**src/rtl/muldiv_pkg.sv**
```systemverilog
// Shared types and constants for the multi-cycle multiply/divide unit.
package muldiv_pkg;

  typedef enum logic [1:0] {
    MUL_LO = 2'd0,
    MUL_HI = 2'd1,
    DIV_Q  = 2'd2,
    DIV_R  = 2'd3
  } op_t;

  typedef enum logic [1:0] {
    IDLE = 2'd0,
    RUN  = 2'd1,
    DONE = 2'd2
  } state_t;

  // Quotient returned on divide by zero; sliced to the operand width by users.
  localparam logic [63:0] DZ_QUOTIENT = '1;

endpackage

```
**src/rtl/mux_4.sv**
```systemverilog
// Generic 4:1 word multiplexer.
module mux_4 #(
  parameter int WIDTH = 8
) (
  input  logic [1:0]       sel,
  input  logic [WIDTH-1:0] d0,
  input  logic [WIDTH-1:0] d1,
  input  logic [WIDTH-1:0] d2,
  input  logic [WIDTH-1:0] d3,
  output logic [WIDTH-1:0] y
);

  always_comb begin
    y = d0;
    case (sel)
      2'd0:    y = d0;
      2'd1:    y = d1;
      2'd2:    y = d2;
      default: y = d3;
    endcase
  end

endmodule

```
**src/rtl/muldiv_unit.sv**
```systemverilog
// Multi-cycle unsigned shift-add multiplier / restoring divider feeding the accumulator.
// Optional MULDIV_EARLY_EXIT_EN: multiplies finish once the remaining multiplier is zero.
module muldiv_unit
  import muldiv_pkg::*;
#(
  parameter int WIDTH = 8
) (
  input  logic             CLK,
  input  logic             RST,
  input  logic             start,
  input  logic [1:0]       op,
  input  logic [WIDTH-1:0] opa,
  input  logic [WIDTH-1:0] opb,
  output logic             busy,
  output logic             done,
  output logic [WIDTH-1:0] result,
  output logic             dz
);

  localparam int CW = $clog2(WIDTH) + 1;

  state_t                 r_state, w_next;
  op_t                    r_op;
  logic [2*WIDTH-1:0]     r_prod, r_mcand;
  logic [WIDTH-1:0]       r_mplier, r_quo, r_rem, r_div;
  logic [CW-1:0]          r_cnt;
  logic [WIDTH-1:0]       r_result;
  logic                   r_dz;

  logic                   w_accept, w_opb_zero, w_dz_in, w_fast, w_fast_go;
  logic                   w_last, w_load, w_ge;
  logic [2*WIDTH-1:0]     w_prod_nxt;
  logic [WIDTH-1:0]       w_mplier_nxt, w_rem_nxt, w_quo_nxt, w_mux;
  logic [WIDTH:0]         w_rem_sh, w_diff;
  op_t                    w_sel;

  assign w_accept   = start && (r_state != RUN);
  assign w_opb_zero = (opb == '0);
  assign w_dz_in    = op[1] && w_opb_zero;
`ifdef MULDIV_EARLY_EXIT_EN
  assign w_fast     = w_dz_in || (!op[1] && w_opb_zero);
`else
  assign w_fast     = w_dz_in;
`endif
  assign w_fast_go  = w_accept && w_fast;

  assign w_prod_nxt   = r_prod + (r_mplier[0] ? r_mcand : '0);
  assign w_mplier_nxt = r_mplier >> 1;

  // Sign of (shifted remainder - divisor) decides the quotient bit.
  assign w_rem_sh  = {r_rem, r_quo[WIDTH-1]};
  assign w_diff    = w_rem_sh - {1'b0, r_div};
  assign w_ge      = !w_diff[WIDTH];
  assign w_rem_nxt = w_ge ? w_diff[WIDTH-1:0] : w_rem_sh[WIDTH-1:0];
  assign w_quo_nxt = {r_quo[WIDTH-2:0], w_ge};

`ifdef MULDIV_EARLY_EXIT_EN
  assign w_last = (r_cnt == CW'(WIDTH - 1)) ||
                  ((r_op == MUL_LO || r_op == MUL_HI) && w_mplier_nxt == '0);
`else
  assign w_last = (r_cnt == CW'(WIDTH - 1));
`endif

  // Result is latched on entry to DONE, so the mux sees next-iteration values
  // in RUN and the raw request on the zero-operand shortcut.
  assign w_load = ((r_state == RUN) && w_last) || w_fast_go;
  assign w_sel  = (r_state == RUN) ? r_op : op_t'(op);

  mux_4 #(.WIDTH(WIDTH)) u_res_mux (
    .sel (w_sel),
    .d0  (w_fast_go ? '0 : w_prod_nxt[WIDTH-1:0]),
    .d1  (w_fast_go ? '0 : w_prod_nxt[2*WIDTH-1:WIDTH]),
    .d2  (w_fast_go ? DZ_QUOTIENT[WIDTH-1:0] : w_quo_nxt),
    .d3  (w_fast_go ? opa : w_rem_nxt),
    .y   (w_mux)
  );

  always_comb begin
    w_next = r_state;
    case (r_state)
      IDLE, DONE: begin
        if (start) w_next = w_fast ? DONE : RUN;
        else       w_next = IDLE;
      end
      RUN:     if (w_last) w_next = DONE;
      default: w_next = IDLE;
    endcase
  end

  always_ff @(posedge CLK or posedge RST) begin
    if (RST) r_state <= IDLE;
    else     r_state <= w_next;
  end

  always_ff @(posedge CLK or posedge RST) begin
    if (RST) begin
      r_op     <= MUL_LO;
      r_prod   <= '0;
      r_mcand  <= '0;
      r_mplier <= '0;
      r_quo    <= '0;
      r_rem    <= '0;
      r_div    <= '0;
      r_cnt    <= '0;
      r_result <= '0;
      r_dz     <= 1'b0;
    end else begin
      if (w_accept) begin
        r_op     <= op_t'(op);
        r_prod   <= '0;
        r_rem    <= '0;
        r_cnt    <= '0;
        r_mcand  <= {{WIDTH{1'b0}}, opa};
        r_mplier <= opb;
        r_quo    <= opa;
        r_div    <= opb;
      end else if (r_state == RUN) begin
        r_prod   <= w_prod_nxt;
        r_mcand  <= {r_mcand[2*WIDTH-2:0], 1'b0};
        r_mplier <= w_mplier_nxt;
        r_rem    <= w_rem_nxt;
        r_quo    <= w_quo_nxt;
        r_cnt    <= r_cnt + CW'(1);
      end
      if (w_load) begin
        r_result <= w_mux;
        r_dz     <= w_fast_go && w_dz_in;
      end
    end
  end

  assign busy   = (r_state == RUN);
  assign done   = (r_state == DONE);
  assign result = r_result;
  assign dz     = r_dz;

endmodule

```
**config.mk**
```make
export PLATFORM = sky130hd
export DESIGN_NAME = muldiv_unit
export DESIGN_NICKNAME = d
export VERILOG_FILES = /design/src/rtl/muldiv_pkg.sv /design/src/rtl/mux_4.sv /design/src/rtl/muldiv_unit.sv
export SDC_FILE = /design/constraint.sdc
export NUM_CORES = 1
export LEC_CHECK = 0
export CORE_ASPECT_RATIO = 1.25
export CORE_MARGIN = 10
export CORE_UTILIZATION = 35
export DETAILED_ROUTE_END_ITERATION = 10
export PLACE_DENSITY = 0.59
export SLEW_MARGIN = 20
export SYNTH_ARGS = -nofsm -noshare
export SYNTH_HDL_FRONTEND = slang
export SYNTH_SLANG_ARGS = --single-unit
```
**constraint.sdc**
```tcl
create_clock -name CLK -period 3.3 [get_ports CLK]
set_input_delay 0.99 -clock CLK [delete_from_list [all_inputs] [get_ports CLK]]
set_output_delay 0.99 -clock CLK [all_outputs]
set_load 0.01 [all_outputs]
```
After elaboration in Yosys (flattened, before gate mapping)
Index checks and enable logic that the tools add are counted.
W data, S select, Z words.

storage, ports and cells
  output and inout bits = 11
  flip-flop bits (word level) = 81
  logic and storage cells = 57

operators by class
  $add $sub $neg = 3
  mux-type cells = 24
  reductions and logical operators = 12
  eq/ne operators = 7

operators with widths
  cell                   number
  $mux W8                11
  $mux W16               5
  $pmux W8 S3            1
  $add A16 B16 Y16       1
  $sub A9 B8 Y9          1
  $logic_not A8 Y1       1
  $mux W2                4
  $mux W4                2
  $logic_and A1 B1 Y1    5
  $add A4 B1 Y4 const B  1
  $eq A2 B1 Y1 const B   2
  $eq A2 B2 Y1 const B   2
  $eq A4 B3 Y1 const B   1
  $logic_not A2 Y1       2
  $ne A2 B1 Y1 const B   2
  $pmux W2 S2            1
  $reduce_bool A2 Y1     1
  $reduce_or A2 Y1       1
  $logic_not A1 Y1       1
  $logic_or A1 B1 Y1     1

Logic depth before layout (Yosys ltp)
Gate-level depths: netlist of the first run.

  depth after elaboration = 5
  depth in mapped cells = 12
  depth with buffers taken out = 11

Cells and area by module
A second synthesis of the first run with hierarchy kept.

unflattened totals
  cells, all modules = 533
  area, all modules = 5062.4 µm²

modules (own cells, without submodules)
  module       area an instance (µm²)  seq. area each (µm²)  times used  cells an instance
  muldiv_unit  4865.9                  2026.9                1           523
  mux_4        196.4                   0.0                   1           10

Least setup slack after synthesis of the first run
No wires, ideal clock.

  path kind = reg-to-reg
  from = register r_mplier[0]
  to = register r_result[4], in the netlist result[4]
  setup slack = 0.575 ns
  setup time = 0.144 ns
  cell stages (with the launch flop) = 12
  path buffers = 1
  clock period less this slack = 2.725 ns
  arrival = 2.581 ns
  cell sequence = dfrtp_1 > clkbuf_1 > and2_1 > ha_1 > fa_1 > a211oi_1 > o21a_1 > o21ai_1 > nor2b_1 > and4_1 > o31ai_1 > a311oi_2

on the way
  word-level cells in the longest chain between the ends = 4

ends and longest elaborated chain
  item                        line                                  text
  start, declared             muldiv_unit.sv:25                     logic [WIDTH-1:0] r_mplier, r_quo, r_rem, r_div;
  start signal, assigned      muldiv_unit.sv:114                    r_mplier <= opb;
  start signal, assigned      muldiv_unit.sv:120                    r_mplier <= w_mplier_nxt;
  $mux W16 *                  muldiv_unit.sv:47                     assign w_prod_nxt = r_prod + (r_mplier[0] ? r_mcand : '0);
  $add A16 B16 Y16 *          muldiv_unit.sv:47
  $mux W8 (on tied branches)  muldiv_unit.sv:72, muldiv_unit.sv:71
  $pmux W8 S3 *               mux_4.sv:15                           case (sel)
  end signal, assigned        muldiv_unit.sv:126                    r_result <= w_mux;
  end, declared               muldiv_unit.sv:27                     logic [WIDTH-1:0] r_result;

Every way passes the cells marked *; elsewhere a longest branch is shown, timed or not.
A chain may end at the register's enable or synchronous reset.

Worst setup path in the final report of the first run
  from = register r_quo[7]
  to = register r_result[4], in the netlist result[4]

on the way
  word-level cells in the longest chain between the ends = 4

ends and longest elaborated chain
  item                    line                text
  start, declared         muldiv_unit.sv:25
  start signal, assigned  muldiv_unit.sv:115  r_quo <= opa;
  start signal, assigned  muldiv_unit.sv:122  r_quo <= w_quo_nxt;
  $sub A9 B8 Y9           muldiv_unit.sv:52   assign w_diff = w_rem_sh - {1'b0, r_div};
  $mux W8                 muldiv_unit.sv:54   assign w_rem_nxt = w_ge ? w_diff[WIDTH-1:0] : w_rem_sh[WIDTH-1:0];
  $mux W8                 muldiv_unit.sv:74   .d3 (w_fast_go ? opa : w_rem_nxt),
  $pmux W8 S3             mux_4.sv:15

Every way passes these cells.

==> results of run 1 <==
worst max-delay path: stages (launching register included):
cell	delay (ns)
dfrtp_1	0.39
inv_1	0.06
ha_1	0.17
inv_1	0.06
fa_1	0.43
a211oi_2	0.25
nor2_1	0.10
o31a_1	0.29
o311ai_4	0.22
buf_4	0.27
mux2i_1	0.38
or2_0	0.18
a311oi_2	0.09
worst max path at each step:
stage / startpoint / end / cells after the start
after floorplan: RST / dz / 1
after global placement: opb[4] / result[5] / 9
after CTS: r_quo[7] / result[3] / 12
final: r_quo[7] / result[4] / 12
after detailed placement: opb[4] / result[4] / 8
after global routing: r_quo[7] / result[3] / 12
kinds of logic (layout without fill, tap and decap cells):
logic type,count (synthesis),after routing,synth area share (%)
AOI/OAI and AO/OA,146,146,18.4
xor gates and xnor gates,16,16,2.78
adders and majority gates,26,26,6.76
buffers and inverters,41,75,3.48
DFF,81,81,40.2
muxes,43,43,8.79
and+or+nand+nor,192,192,19.5
metrics by stage:
| step | area, um^2 | hold WS, ns | power (mW) | setup slack [ns] |
|---|---|---|---|---|
| after floorplan | 5040 | 0.443 | 3.90 | 0.230 |
| after global placement | 5570 | 0.464 | 4.73 | 0.193 |
| after detailed placement | 5570 | 0.476 | 4.81 | 0.147 |
| after CTS | 5860 | 0.489 | 5.86 | 0.217 |
| after global routing | 5860 | 0.522 | 6.30 | 0.0690 |
| final | 5860 | 0.485 | 5.80 | 0.255 |
placed cells by master, fill, tap and decap left out, drive strengths merged, types with 16 or more instances in the layout:
cell / count
buf: 16
nand3b: 34
o21ai: 66
nor2: 30
ha: 24
mux2i: 33
a21oi: 22
clkdlybuf4s50: 30
nand2: 74
dfrtp: 81
layout make-up:
cell class | count | area (um^2)
Timing Repair Buffer | 46 | 430
Multi-Input combinational cell | 423 | 2840
Clock buffer | 12 | 256
Inverter | 14 | 53.8
Clock inverter | 3 | 40.0
Sequential cell | 81 | 2030
Tap cell | 175 | 219
Fill cell | 1389 | 8130
routing by layer:
metal / vias up / GRT usage, % / routed length (um)
met5: - / 0 / 0
met4: 0 / 4.18 / 218
met3: 15 / 2.92 / 484
met2: 76 / 23.7 / 6630
met1: 2006 / 16.6 / 5900
li1: 2010 / - / -
power breakdown:
part	internal, mW	leakage, nW	switching [mW]	total [mW]
combinational	1.26	1.45	1.75	3.01
sequential	1.44	1.01	0.328	1.77
clock	0.621	0.148	0.404	1.03
total	3.32	2.61	2.48	5.80
sequential cells by signal (all words and copies together), names as in the netlist:
register	count
r_state	2
r_rem	8
r_prod	16
dz	1
r_quo	8
r_mcand	16
r_op	2
r_mplier	8
r_cnt	4
r_div	8
result	8
==> metrics.txt, run 1 <==
outcome=finished clean; number of synthesized register bits=81; most frequent cell after synthesis=dfrtp_1; Worst slew margin=50.0%; TritonCTS Buffers=9; Critical Path Start Type=flip-flop; top cells by area, synth=dfrtp_1, mux2i_1, ha_1, o21ai_0, nand2_1; core area=0.0140 mm^2; GRT Residual Overflow=0; top_reg_cell synth=dfrtp_1; GRT Total Usage=13.7%; # DRC=0; Worst Setup End Kind=flip-flop; GPL Wtd Cong=0.885; Die Ht=154 um; Power Dens Cells=990 mW/mm^2; r2r worst-path depth=12; CTS tree=done; Clock Skew=0.00882 ns; Post-CTS Resized=0; mapped cell area=0.00504 mm^2; WL per Instance=17.5 um; library cells used by synthesis=63; clk slew on worst S/H paths=0.06 ns; Diodes inserted=0; Hold Path Class=reg2reg; Post-synth top cells=dfrtp_1, nand2_1, o21ai_0, nand3b_1, mux2i_1; largest net degree at the start of global routing=62; clk_lat worst skew=0.34 ns; setup_tns=0 ns; wirelength, routed=13.2 mm; Post-Syn Instances=545; DRT Pass-1 Iters=5; Clock Path Buffers=2; hold path cells=2; worst endpoint data arrival time=3.24 ns; Area Overhead vs Synth=16.4%; Setup Crit Path Kind=reg2reg; H-tree depth=3; post-synth top area share=40.2%; Boundary Pins=32; hold-critical path endpoint=r_mplier[4]; DP HPWL=9.58 mm; cell row count=48; Clock Sink Count=81; vias per cell=5.45; Die X-Extent=127 um; Final Hold Fails=0; worst r2r src=r_quo[7]; syn nets=592; Critical Path RT=3.50 ns; proportion of layout cells with a drive suffix above 1=8.98%; Final Cycle Share=92.3%; RSZ-0062 raised after global routing=false; Hold Startpoint=r_mplier[5]; DR iter-0 viols=214; clock root buffer=clkbuf_16; final setup violation count=0; Initial Utilization=36.0%; Synth area leader=dfrtp_1; first-pass GRT wire length=22.0 mm; DP Cell Count=739; Synth Warn #=0; utilization after layout=41.9%; Static Leakage=2.61 nW; fmax=328 MHz; Die ar.=0.0196 mm^2; Max Slew Vio Count=0; Post-CTS Setup Inserts=0; post-synthesis sequential area ratio=40.2%; MaxCap Viol Count=0; maximum VDD drop=0.651 mV; Cell Count, Final, Fillers Out=754; RR Endpoint=result[4]; Antenna Nets Post-Route=0; cts hold-fix bufs=0; R2R Setup Slk=0.26 ns; initial antenna violation count=0; Layout Nets=622; Slew @ Worst Pin=0.751 ns; asr flop ratio synth=100%; CP max FO=13; vias in the first global route=4262; EDFF count, synth=0; crit path time final=3.04 ns; Avg Cell Area, Syn=9.24 um^2; port buffer count=31; Vias=4107
(Power assumes the default switching activity.)
==> run 2, diff against run 1 <==
--- a/config.mk
+++ b/config.mk
@@ -10,6 +10,7 @@
 export CORE_UTILIZATION = 35
 export DETAILED_ROUTE_END_ITERATION = 10
 export PLACE_DENSITY = 0.59
+export SKIP_LAST_GASP = 1
 export SLEW_MARGIN = 20
 export SYNTH_ARGS = -nofsm -noshare
 export SYNTH_HDL_FRONTEND = slang
==> results of run 2 <==
The final DEF is identical to that of run 1; final timing and power are the same.
==> run 3, diff against run 2 <==
--- a/config.mk
+++ b/config.mk
@@ -8,6 +8,7 @@
 export CORE_ASPECT_RATIO = 1.25
 export CORE_MARGIN = 10
 export CORE_UTILIZATION = 35
+export CTS_CLUSTER_DIAMETER = 120
 export DETAILED_ROUTE_END_ITERATION = 10
 export PLACE_DENSITY = 0.59
 export SKIP_LAST_GASP = 1
==> results of run 3 <==
The final DEF is identical to that of run 1; final timing and power are the same.
